[src/rtl/cache_mesi_array.sv]
// cache_mesi_array: MESI coherence state store and transition engine for
// NUM_SETS x NUM_WAYS L2 lines. One command per cycle, response one cycle
// later. Optional Owned state is enabled by defining MESI_OWNED_EN.

package cache_mesi_array_pkg;

    typedef enum logic [2:0] {
        MESI_I = 3'd0,
        MESI_S = 3'd1,
        MESI_E = 3'd2,
        MESI_M = 3'd3,
        MESI_O = 3'd4
    } mesi_t;

    typedef enum logic [2:0] {
        READ_REQ_L1_D      = 3'd0,
        WRITE_REQ_L1_D     = 3'd1,
        READ_REQ_L1_I      = 3'd2,
        SNOOP_INVALID_CMD  = 3'd3,
        SNOOP_READ_REQ     = 3'd4,
        SNOOP_WRITE_REQ    = 3'd5,
        SNOOP_READ_WITH_M  = 3'd6
    } n_struct;

    typedef enum logic [2:0] {
        NULL       = 3'd0,
        READ       = 3'd1,
        WRITE      = 3'd2,
        INVALIDATE = 3'd3,
        RWIM       = 3'd4
    } bus_struct;

    typedef enum logic [2:0] {
        NULLMsg        = 3'd0,
        SENDLINE       = 3'd1,
        GETLINE        = 3'd2,
        INVALIDATELINE = 3'd3,
        EVICTLINE      = 3'd4
    } l2tol1_struct;

endpackage

module cache_mesi_array
    import cache_mesi_array_pkg::*;
#(
    parameter int unsigned NUM_SETS = 16,
    parameter int unsigned NUM_WAYS = 8,
    localparam int unsigned SET_W = $clog2(NUM_SETS),
    localparam int unsigned WAY_W = (NUM_WAYS > 1) ? $clog2(NUM_WAYS) : 1
) (
    input  logic               clk,
    input  logic               rstb,
    input  logic               req_valid,
    output logic               req_ready,
    input  logic [SET_W-1:0]   req_set,
    input  logic [WAY_W-1:0]   req_way,
    input  n_struct            req_cmd,
    input  logic               req_c_in,
    input  logic               ld_valid,
    input  logic [SET_W-1:0]   ld_set,
    input  logic [WAY_W-1:0]   ld_way,
    input  mesi_t              ld_state,
    output logic               rsp_valid,
    output logic [2:0]         rsp_state_prev,
    output logic [2:0]         rsp_state_next,
    output bus_struct          bus_func_out,
    output l2tol1_struct       l2tol1msg_out,
    output logic               c_out,
    output logic               hitm_out,
    output logic               proto_err
);

    logic [2:0] mem [NUM_SETS][NUM_WAYS];

    logic [WAY_W-1:0] req_way_eff;
    logic [WAY_W-1:0] ld_way_eff;
    logic             accept;

    mesi_t        cur;
    mesi_t        nxt;
    bus_struct    bus_nxt;
    l2tol1_struct msg_nxt;
    logic         c_nxt;
    logic         hitm_nxt;
    logic         err_nxt;

    // Map raw stored/loaded encodings onto legal states; anything unknown is I.
    function automatic mesi_t sanitize(input logic [2:0] v);
        case (v)
            3'd0:    return MESI_I;
            3'd1:    return MESI_S;
            3'd2:    return MESI_E;
            3'd3:    return MESI_M;
`ifdef MESI_OWNED_EN
            3'd4:    return MESI_O;
`endif
            default: return MESI_I;
        endcase
    endfunction

    // With a single way the way index carries no information.
    assign req_way_eff = (NUM_WAYS > 1) ? req_way : '0;
    assign ld_way_eff  = (NUM_WAYS > 1) ? ld_way  : '0;

    assign req_ready = !rstb && !ld_valid;
    assign accept    = req_valid && req_ready;
    assign cur       = sanitize(mem[req_set][req_way_eff]);

    // MESI next-state, bus operation, L1 message and snoop flags for the addressed line.
    always_comb begin
        nxt      = cur;
        bus_nxt  = NULL;
        msg_nxt  = NULLMsg;
        c_nxt    = 1'b0;
        hitm_nxt = 1'b0;
        err_nxt  = 1'b0;
        case (cur)
            MESI_I: begin
                case (req_cmd)
                    READ_REQ_L1_D, READ_REQ_L1_I: begin
                        nxt     = req_c_in ? MESI_S : MESI_E;
                        bus_nxt = READ;
                        msg_nxt = SENDLINE;
                    end
                    WRITE_REQ_L1_D: begin
                        nxt     = MESI_M;
                        bus_nxt = RWIM;
                        msg_nxt = SENDLINE;
                    end
                    default: ;
                endcase
            end
            MESI_S: begin
                case (req_cmd)
                    READ_REQ_L1_D, READ_REQ_L1_I: msg_nxt = SENDLINE;
                    WRITE_REQ_L1_D: begin
                        nxt     = MESI_M;
                        bus_nxt = INVALIDATE;
                        msg_nxt = GETLINE;
                    end
                    SNOOP_READ_REQ: c_nxt = 1'b1;
                    SNOOP_READ_WITH_M, SNOOP_WRITE_REQ, SNOOP_INVALID_CMD: begin
                        nxt     = MESI_I;
                        msg_nxt = INVALIDATELINE;
                        c_nxt   = 1'b1;
                    end
                    default: ;
                endcase
            end
            MESI_E: begin
                case (req_cmd)
                    READ_REQ_L1_D, READ_REQ_L1_I: msg_nxt = SENDLINE;
                    WRITE_REQ_L1_D: begin
                        nxt     = MESI_M;
                        msg_nxt = GETLINE;
                    end
                    SNOOP_READ_REQ: begin
                        nxt   = MESI_S;
                        c_nxt = 1'b1;
                    end
                    SNOOP_READ_WITH_M, SNOOP_WRITE_REQ: begin
                        nxt     = MESI_I;
                        msg_nxt = INVALIDATELINE;
                        c_nxt   = 1'b1;
                    end
                    SNOOP_INVALID_CMD: err_nxt = 1'b1;
                    default: ;
                endcase
            end
            MESI_M: begin
                case (req_cmd)
                    READ_REQ_L1_D, READ_REQ_L1_I, WRITE_REQ_L1_D: msg_nxt = SENDLINE;
                    SNOOP_READ_REQ: begin
`ifdef MESI_OWNED_EN
                        nxt      = MESI_O;
`else
                        nxt      = MESI_S;
                        bus_nxt  = WRITE;
`endif
                        c_nxt    = 1'b1;
                        hitm_nxt = 1'b1;
                    end
                    SNOOP_READ_WITH_M, SNOOP_WRITE_REQ: begin
                        nxt      = MESI_I;
                        bus_nxt  = WRITE;
                        msg_nxt  = EVICTLINE;
                        c_nxt    = 1'b1;
                        hitm_nxt = 1'b1;
                    end
                    SNOOP_INVALID_CMD: err_nxt = 1'b1;
                    default: ;
                endcase
            end
`ifdef MESI_OWNED_EN
            MESI_O: begin
                case (req_cmd)
                    READ_REQ_L1_D, READ_REQ_L1_I: msg_nxt = SENDLINE;
                    WRITE_REQ_L1_D: begin
                        nxt     = MESI_M;
                        bus_nxt = INVALIDATE;
                        msg_nxt = GETLINE;
                    end
                    SNOOP_READ_REQ: begin
                        c_nxt    = 1'b1;
                        hitm_nxt = 1'b1;
                    end
                    SNOOP_READ_WITH_M, SNOOP_WRITE_REQ: begin
                        nxt      = MESI_I;
                        bus_nxt  = WRITE;
                        msg_nxt  = EVICTLINE;
                        c_nxt    = 1'b1;
                        hitm_nxt = 1'b1;
                    end
                    SNOOP_INVALID_CMD: begin
                        nxt     = MESI_I;
                        bus_nxt = WRITE;
                        msg_nxt = INVALIDATELINE;
                    end
                    default: ;
                endcase
            end
`endif
            default: ;
        endcase
    end

    // State array update (load has priority over a command) and registered response.
    always_ff @(posedge clk) begin
        if (rstb) begin
            for (int unsigned s = 0; s < NUM_SETS; s++) begin
                for (int unsigned w = 0; w < NUM_WAYS; w++) begin
                    mem[s][w] <= MESI_I;
                end
            end
            rsp_valid      <= 1'b0;
            rsp_state_prev <= '0;
            rsp_state_next <= '0;
            bus_func_out   <= NULL;
            l2tol1msg_out  <= NULLMsg;
            c_out          <= 1'b0;
            hitm_out       <= 1'b0;
            proto_err      <= 1'b0;
        end else begin
            if (ld_valid) begin
                mem[ld_set][ld_way_eff] <= sanitize(ld_state);
            end else if (accept) begin
                mem[req_set][req_way_eff] <= nxt;
            end
            rsp_valid <= accept;
            if (accept) begin
                rsp_state_prev <= cur;
                rsp_state_next <= nxt;
                bus_func_out   <= bus_nxt;
                l2tol1msg_out  <= msg_nxt;
                c_out          <= c_nxt;
                hitm_out       <= hitm_nxt;
                proto_err      <= err_nxt;
            end else begin
                rsp_state_prev <= '0;
                rsp_state_next <= '0;
                bus_func_out   <= NULL;
                l2tol1msg_out  <= NULLMsg;
                c_out          <= 1'b0;
                hitm_out       <= 1'b0;
                proto_err      <= 1'b0;
            end
        end
    end

endmodule

[config.mk]
export PLATFORM = sky130hd
export DESIGN_NAME = cache_mesi_array
export DESIGN_NICKNAME = d
export VERILOG_FILES = /design/src/rtl/cache_mesi_array.sv
export SDC_FILE = /design/constraint.sdc
export NUM_CORES = 1
export LEC_CHECK = 0
export ABC_AREA = 0
export CAP_MARGIN = 20
export CORE_MARGIN = 1
export CORE_UTILIZATION = 55
export DETAILED_ROUTE_END_ITERATION = 8
export MAX_ROUTING_LAYER = met4
export PLACE_DENSITY = 0.74
export REMOVE_ABC_BUFFERS = 1
export SLEW_MARGIN = 20
export SYNTH_ARGS = -nofsm -noshare
export SYNTH_HDL_FRONTEND = slang
export SYNTH_SLANG_ARGS = --single-unit
[constraint.sdc]
create_clock -name clk -period 3.9 [get_ports clk]
set_clock_uncertainty 0.2 [all_clocks]
set_input_delay 0.585 -clock clk [delete_from_list [all_inputs] [get_ports clk]]
set_output_delay 0.585 -clock clk [all_outputs]
set_load 0.02 [all_outputs]
==> flow_summary.json, run 1 <==
{
  "status": "complete, no violations",
  "setup_viol": 0,
  "drt_iter0_drc": 1130,
  "clock_latency_ps": 550,
  "fp.coreArea_sq_um": 24500,
  "io_pins": 42,
  "critPathArrivalTime_ps": 3970,
  "hold_path_class": "in2reg",
  "p_leak_nw": 5.91,
  "yosys.area.top_type": "edfxtp_1",
  "post_cts_buffers": 0,
  "ys_async_sr_fraction_pct": 0,
  "synth_seq_cells": 270,
  "cp-start-kind": "input pin",
  "crit_fanout": 51,
  "die_x_um": 160,
  "die_h_um": 160,
  "clock_path_buffers": 3,
  "ir_worst_vdd_mv": 0.331,
  "combPwrFrac_pct": 11.5,
  "critPathCaptureType": "flip-flop",
  "finalNonFillerCells": 1669,
  "hpwl_um": 25400,
  "final.setup.tns_ps": 0,
  "p_sw_share_pct": 23.4,
  "hold_viol_final": 0,
  "yosysWarnings": 0,
  "p_per_area_nw_per_um2": 406,
  "antenna_found_initial": 0,
  "max_clock_freq_ghz": 0.263,
  "clock-sinks": 270,
  "drv_slew": 0,
  "antenna_cells": 0,
  "layout_commonest_cell": "edfxtp_1",
  "antenna_left": 0,
  "drcViolationCount": 0,
  "first_pass_iters": 6,
  "synth_edf_count": 256,
  "area_growth_pct": 17.9,
  "wl_um": 37100,
  "power_mw": 6.61,
  "n_fill_cell": 1829,
  "grt-ovfl-total": 0,
  "dp_worst_setup_slack_ps": -421,
  "vias_per_cell": 6.20,
  "yosysUniqueCellTypes": 63,
  "p_int_mw": 5.06,
  "netlist_instances": 1218,
  "path_clk_slew_ps": 60,
  "synth_top_flop_cell": "edfxtp_1",
  "final_util_pct": 66.5,
  "cts-root-buf": "clkbuf_16",
  "holdPathStages": 5,
  "start_util_pct": 56.4,
  "drive_gt1_share_pct": 18.0,
  "finalCriticalPeriod_ps": 3800,
  "vias": 10400,
  "layout_common_cells": "edfxtp_1 (256), nor2_1 (157), nand2_1 (140), a21oi_1 (127), buf_4 (124)",
  "clock_power_share_pct": 38.7,
  "gp_congestion": 0.909,
  "required_ps": 4060,
  "cts_buffers": 29,
  "grt_pass1_vias": 10400,
  "portBuffers": 39,
  "setup_slack_ps": 95.2,
  "area.sequential_sq_um": 7970,
  "grt_use_total_pct": 29.9,
  "grt_max_degree": 129,
  "slew_headroom_pct": 22.0,
  "multi_input_area_sq_um": 5320,
  "drv_cap": 0,
  "path_class": "in2reg",
  "nets": 1348,
  "dp.cells": 1616,
  "final.period_utilization_pct": 97.6,
  "p_sw_mw": 1.55,
  "grt_pass1_wl_um": 56800,
  "ctsHtreeMaxLevel": 1,
  "fp.dieArea_sq_um": 25700,
  "wl_per_cell_um": 22.2,
  "seqPwrFrac_pct": 49.9,
  "synth_top_area_share_pct": 55.7,
  "syn_area_per_cell_sq_um": 11.3,
  "grt_setup_unrepaired": "no",
  "synth_area_leaders": "edfxtp_1 (56%), mux4_2 (6.2%), nand2b_1 (5.5%)",
  "ys_seq_area_share_pct": 57.7,
  "rows": 57,
  "synthesis.area_sq_um": 13800,
  "tightest_slew_ps": 1170,
  "cts_tree": "yes",
  "ff2ff_path_depth": 10
}
-- Yosys cell counts, drive strengths merged (21+ instances only) --
cell type,n
nor3,26
nand3,21
mux4,38
a22oi,21
nor2,158
a21oi,127
buf,56
mux2i,59
nand2b,122
clkbuf,50
nand2,140
edfxtp,256
-- flip-flops by register name, indices dropped and copies added, names as in the netlist --
signal / cells
c_out: 1
l2tol1msg_out: 3
mem: 256
hitm_out: 1
rsp_state_next: 2
proto_err: 1
bus_func_out: 3
rsp_state_prev: 2
rsp_valid: 1
-- power groups by stage --
| stage | Combinational (mW) | Clock [mW] | Sequential [mW] |
|---|---|---|---|
| 3_5_place_dp | 0.746 | 0 | 3.36 |
| 6_report | 0.758 | 2.56 | 3.29 |
| 2_1_floorplan | 0.353 | 0 | 3.34 |
| 3_3_place_gp | 0.733 | 0 | 3.35 |
| 4_1_cts | 0.748 | 2.58 | 3.30 |
| 5_1_grt | 0.799 | 2.69 | 3.30 |
-- logic make-up (layout without fill, tap and decap cells) --
| logic type | after synthesis | count (layout) | synth area share [%] |
|---|---|---|---|
| flip-flops | 270 | 270 | 57.7 |
| AND/OR/NAND/NOR | 508 | 508 | 17.5 |
| multiplexers | 102 | 102 | 10.9 |
| buffers and inverters | 117 | 243 | 4.12 |
| other | 1 | 2 | 0.0272 |
| AO/OA/AOI/OAI | 220 | 220 | 9.74 |
-- through the flow --
| step | hold WS [ps] | instance area (sq um) |
|---|---|---|
| 2_1_floorplan | 495 | 13300 |
| 3_3_place_gp | 889 | 15400 |
| 3_5_place_dp | 953 | 15400 |
| 4_1_cts | 575 | 16300 |
| 5_1_grt | 608 | 16300 |
| 6_report | 602 | 16300 |
-- path summary, 6_finish.rpt --
| path | start | to | slack (ps) |
|---|---|---|---|
| min | rstb | rsp_state_prev[0] | 600 |
| min reg2reg | mem[7][3] | rsp_state_prev[0] | 970 |
| max reg2reg | mem[10][1] | mem[11][22] | 290 |
| max | req_set[3] | mem[11][22] | 100 |
-- area by class of cell --
cell class                      instances  area share [%]
Clock buffer                           35            4.60
Timing Repair Buffer                  179            10.2
Sequential cell                       270            49.0
Inverter                               11           0.254
Clock inverter                         18           0.807
Multi-Input combinational cell        832            32.7
Tap cell                              324            2.49
-- metal layers --
layer	vias to the layer above	routed length, um	global-route usage, %	share of wire (%)
li1	4645	-	-	-
met1	5002	13500	37.7	37
met2	576	18200	48.4	49
met3	130	3620	4.16	9.8
met4	0	1700	13.6	4.6
met5	-	0	-	0
-- critical path, cell delays in order --
cell and delay (ps):
clkdlybuf4s50_1 500, buf_4 220, nor2b_1 180, nand2_1 70
a311oi_1 300, buf_4 180, a2111oi_1 50, buf_4 160
or4_1 610, or3_4 370, o221a_4 290, buf_12 190
nor3_1 200
-- timing repair --
item                       CTS  global route
setup endpoints to repair    0            19
resized for setup            0             3
hold buffers                 0             0
(Power assumes the default switching activity.)
==> run 2: changes to the inputs <==
--- a/config.mk
+++ b/config.mk
@@ -7,12 +7,15 @@
 export LEC_CHECK = 0
 export ABC_AREA = 0
 export CAP_MARGIN = 20
+export CELL_PAD_IN_SITES_DETAIL_PLACEMENT = 1
+export CELL_PAD_IN_SITES_GLOBAL_PLACEMENT = 1
 export CORE_MARGIN = 1
-export CORE_UTILIZATION = 55
+export CORE_UTILIZATION = 46
 export DETAILED_ROUTE_END_ITERATION = 8
 export MAX_ROUTING_LAYER = met4
-export PLACE_DENSITY = 0.74
+export PLACE_DENSITY = 0.76
 export REMOVE_ABC_BUFFERS = 1
+export SKIP_CTS_REPAIR_TIMING = 1
 export SLEW_MARGIN = 20
 export SYNTH_ARGS = -nofsm -noshare
 export SYNTH_HDL_FRONTEND = slang
==> flow_summary.json, run 2 (synthesis results as in run 1) <==
{
  "layout_common_cells": "edfxtp_1 (256), nor2_1 (157), nand2_1 (140), a21oi_1 (127), buf_4 (123)",
  "layout_commonest_cell": "edfxtp_1",
  "grt_pass1_wl_um": 63900,
  "critPathArrivalTime_ps": 3960,
  "setup_viol": 0,
  "portBuffers": 39,
  "clock_path_buffers": 3,
  "p_leak_nw": 5.94,
  "largest_reg_flops": 256,
  "place_area_sq_um": 15500,
  "setup_slack_ps": 132,
  "hold_path_class": "in2reg",
  "use_met2_pct": 48.2,
  "clock-sinks": 270,
  "drt_iter0_drc": 827,
  "antenna_left": 0,
  "antenna_found_initial": 0,
  "grt_pass1_vias": 11100,
  "clock_power_share_pct": 39.6,
  "grt_max_degree": 129,
  "grt_use_total_pct": 28.4,
  "cts_buffers": 30,
  "ir_worst_vdd_mv": 0.321,
  "cts_tree": "yes",
  "combPwrFrac_pct": 11.6,
  "clock_latency_ps": 570,
  "drv_cap": 0,
  "die_h_um": 175,
  "n_fill_cell": 3118,
  "first_pass_iters": 5,
  "rrSetupSlack_ps": 350,
  "finalCriticalPeriod_ps": 3770,
  "die_x_um": 175,
  "crit_start": "req_set[1]",
  "r2r-start": "mem[14][1]",
  "required_ps": 4090,
  "path_clk_slew_ps": 60,
  "p_int_mw": 5.12,
  "reg_top3": "mem x256, bus_func_out x3, l2tol1msg_out x3",
  "tightest_slew_ps": 892,
  "cts-root-buf": "clkbuf_16",
  "final_util_pct": 55.6,
  "drive_gt1_share_pct": 18.3,
  "grt-ovfl-total": 0,
  "antenna_cells": 0,
  "critPathCaptureType": "flip-flop",
  "r2r_end": "mem[1][13]",
  "grt.busiest_layer": "met2",
  "drcViolationCount": 0,
  "p_sw_mw": 1.63,
  "wl_per_cell_um": 24.1,
  "drv_slew": 0,
  "rows": 63,
  "final_area_sq_um": 16400,
  "whs_endpoint": "rsp_state_prev[0]",
  "fp.coreArea_sq_um": 29600,
  "vias": 10400,
  "path_class": "in2reg",
  "start_util_pct": 46.7,
  "vias_per_cell": 5.97,
  "min_from": "rstb",
  "holdPathStages": 5,
  "slew_headroom_pct": 40.3,
  "power_mw": 6.76,
  "final.setup.tns_ps": 0,
  "hpwl_um": 29100,
  "status": "complete, no violations",
  "crit_fanout": 44,
  "gp_congestion": 0.952,
  "use_met1_pct": 34.7,
  "regMostFlops": "mem",
  "dp_worst_setup_slack_ps": -429,
  "wl_um": 41900,
  "io_pins": 42,
  "seqPwrFrac_pct": 48.8,
  "ctsHtreeMaxLevel": 1,
  "grt_util_met3_pct": 3.51,
  "final.period_utilization_pct": 96.6,
  "cp-start-kind": "input pin",
  "fp.dieArea_sq_um": 30700,
  "hold_viol_final": 0,
  "p_sw_share_pct": 24.2,
  "max_clock_freq_ghz": 0.265,
  "ff2ff_path_depth": 9,
  "p_per_area_nw_per_um2": 411,
  "nets": 1350,
  "area_growth_pct": 19.0
}
run 2: cell count changes in the layout (fill, tap and decap cells not counted), sizes merged:
cell	before	now
clkbuf	35	46
clkinv	16	5
buf	143	144
bufinv	2	1
inv	10	11
run 2: through the flow:
step,instances,hold WS [ps]
after CTS,1736,558
after floorplan,1113,495
after detailed placement,1683,916
after global routing,1736,601
after global placement,1683,897
final,1736,563
run 2: how the worst max path moves through the flow:
stage | slack (ps) | endpoint | cells past startpoint
2_1_floorplan | -6120 | mem[11][21] | 8
3_3_place_gp | -400 | mem[9][10] | 12
3_5_place_dp | -430 | mem[1][10] | 12
4_1_cts | 110 | mem[2][10] | 12
5_1_grt | -8 | mem[10][0] | 14
6_report | 130 | mem[1][13] | 12
run 2: power groups by stage:
stage | Combinational [mW] | Sequential [mW] | Clock (mW)
after floorplan | 0.353 | 3.34 | 0
after CTS | 0.774 | 3.30 | 2.71
final | 0.783 | 3.30 | 2.68
after global placement | 0.753 | 3.35 | 0
after detailed placement | 0.769 | 3.36 | 0
after global routing | 0.826 | 3.31 | 2.79
run 2: per-layer routing:
metal / vias up / routed length, um / part of all wire [%]
met5: - / 0 / 0
met1: 5246 / 16600 / 40
met3: 109 / 2430 / 5.8
met4: 0 / 1600 / 3.8
met2: 357 / 21300 / 51
li1: 4649 / - / -
run 2: layout make-up:
class | instances | area [sq um] | share of cell area, %
well taps | 390 | 488 | 2.97
repair buffers | 180 | 1690 | 10.3
flip-flops and latches | 270 | 7970 | 48.5
multi-input cells | 832 | 5340 | 32.5
clock inverters | 7 | 66.3 | 0.404
clock buffers | 46 | 842 | 5.12
inverters | 11 | 41.3 | 0.251
run 2: worst max-delay path, cell delays in order:
cell and delay [ps]:
clkdlybuf4s50_1 510, buf_12 150, nor2b_1 270, buf_4 210, a22oi_1 80, nand3_1 140, nand4_1 290, or4_4 630
or3_4 360, o221a_4 310, buf_12 210, nor3_1 190
==> run 3: changes to the inputs <==
--- a/config.mk
+++ b/config.mk
@@ -10,10 +10,10 @@
 export CELL_PAD_IN_SITES_DETAIL_PLACEMENT = 1
 export CELL_PAD_IN_SITES_GLOBAL_PLACEMENT = 1
 export CORE_MARGIN = 1
-export CORE_UTILIZATION = 46
+export CORE_UTILIZATION = 50
 export DETAILED_ROUTE_END_ITERATION = 8
 export MAX_ROUTING_LAYER = met4
-export PLACE_DENSITY = 0.76
+export PLACE_DENSITY = 0.79
 export REMOVE_ABC_BUFFERS = 1
 export SKIP_CTS_REPAIR_TIMING = 1
 export SLEW_MARGIN = 20
==> constraint.sdc (replaced) <==
create_clock -name clk -period 4.25 [get_ports clk]
set_clock_uncertainty 0.2 [all_clocks]
set_input_delay 0.6375 -clock clk [delete_from_list [all_inputs] [get_ports clk]]
set_output_delay 0.6375 -clock clk [all_outputs]
set_load 0.02 [all_outputs]
==> flow_summary.json, run 3 (synthesis results as in run 1) <==
{
  "grt_max_degree": 129,
  "layout_commonest_cell": "edfxtp_1",
  "setup_slack_ps": 100,
  "path_class": "in2reg",
  "required_ps": 4440,
  "grt_use_total_pct": 31.8,
  "first_pass_iters": 5,
  "cts_buffers": 29,
  "grt-ovfl-total": 0,
  "grt_pass1_wl_um": 65100,
  "critPathCaptureType": "flip-flop",
  "final_util_pct": 59.3,
  "r2r-start": "mem[14][22]",
  "hold_viol_final": 0,
  "layout_common_cells": "edfxtp_1 (256), nor2_1 (157), nand2_1 (140), a21oi_1 (127), nand2b_1 (122)",
  "vias": 10400,
  "fp.coreArea_sq_um": 27000,
  "die_h_um": 168,
  "wl_per_cell_um": 25.8,
  "start_util_pct": 51.1,
  "die_x_um": 168,
  "ir_worst_vdd_mv": 0.322,
  "final_area_sq_um": 16000,
  "wl_um": 42600,
  "antenna_left": 0,
  "antenna_found_initial": 1,
  "max_clock_freq_ghz": 0.241,
  "grt_setup_unrepaired": "no",
  "drt_iter0_drc": 923,
  "io_pins": 42,
  "p_per_area_nw_per_um2": 384,
  "cts-root-buf": "clkbuf_16",
  "final.setup.tns_ps": 0,
  "drive_gt1_share_pct": 15.9,
  "p_leak_nw": 5.75,
  "vias_per_cell": 6.31,
  "area_growth_pct": 16.1,
  "regMostFlops": "mem",
  "setup_viol": 0,
  "finalCriticalPeriod_ps": 4150,
  "clock_latency_ps": 560,
  "grt_pass1_vias": 10900,
  "min_from": "rstb",
  "drv_cap": 0,
  "drv_slew": 0,
  "nets": 1315,
  "portBuffers": 39,
  "dp_worst_setup_slack_ps": -386,
  "rows": 60,
  "final.period_utilization_pct": 97.6,
  "cts_tree": "yes",
  "drcViolationCount": 0,
  "cp-start-kind": "input pin",
  "fp.dieArea_sq_um": 28300,
  "clock_path_buffers": 3,
  "tightest_slew_ps": 1290,
  "gp_congestion": 0.923,
  "crit_start": "req_set[2]",
  "n_fill_cell": 2790,
  "crit_fanout": 23,
  "hold_path_class": "in2reg",
  "ctsHtreeMaxLevel": 1,
  "fin_hold_ws_ps": 531,
  "critPathArrivalTime_ps": 4340,
  "reg_top3": "mem x256, bus_func_out x3, l2tol1msg_out x3",
  "slew_headroom_pct": 13.6,
  "status": "complete, no violations",
  "place_area_sq_um": 15100,
  "path_clk_slew_ps": 60,
  "clock-sinks": 270,
  "hpwl_um": 29300,
  "largest_reg_flops": 256
}
## run 3: worst paths after layout
check	endpoint	slack, ps	depth (start not counted)
worst max-delay path	mem[1][10]	100	12
worst min-delay path	l2tol1msg_out[1]	530	5
worst min register to register	rsp_state_prev[0]	970	7
worst max register to register	mem[1][10]	550	10
## run 3: critical path, stage by stage
cell,delay (ps)
buf_2,450
buf_4,320
buf_4,210
mux2i_1,520
a211oi_2,240
o211ai_1,130
nand4_1,270
or4_1,500
or3_4,360
o221a_4,340
buf_12,190
nor3_1,160
## run 3: area by class of cell
type                            instances  area, sq um  area share (%)
Inverter                               11         41.3           0.258
Timing Repair Buffer                  146         1380            8.63
Tap cell                              341          427            2.66
Multi-Input combinational cell        832         5320            33.2
Antenna cell                            1         2.50          0.0156
Sequential cell                       270         7970            49.7
Clock inverter                         11         78.8           0.492
Clock buffer                           41          811            5.06
## run 3: metrics by stage
stage | std cells | total power [mW]
global route | 1653 | 6.31
global placement | 1600 | 3.75
floorplan | 1113 | 3.39
detailed placement | 1600 | 3.78
CTS | 1652 | 6.17
finish | 1653 | 6.15
## run 3: report_power, final
group | leakage (nW) | internal, mW | switching [mW]
clock | 0.432 | 1.38 | 1.05
combinational | 2.58 | 0.275 | 0.429
sequential | 2.74 | 3.00 | 0.0326
## run 3: metal layers
layer | global-route usage, % | up-vias | part of all wire (%)
li1 | - | 4581 | -
met1 | 40.0 | 5301 | 39
met2 | 51.9 | 435 | 49
met3 | 4.75 | 111 | 7.6
met4 | 12.5 | 0 | 4.2
met5 | - | - | 0
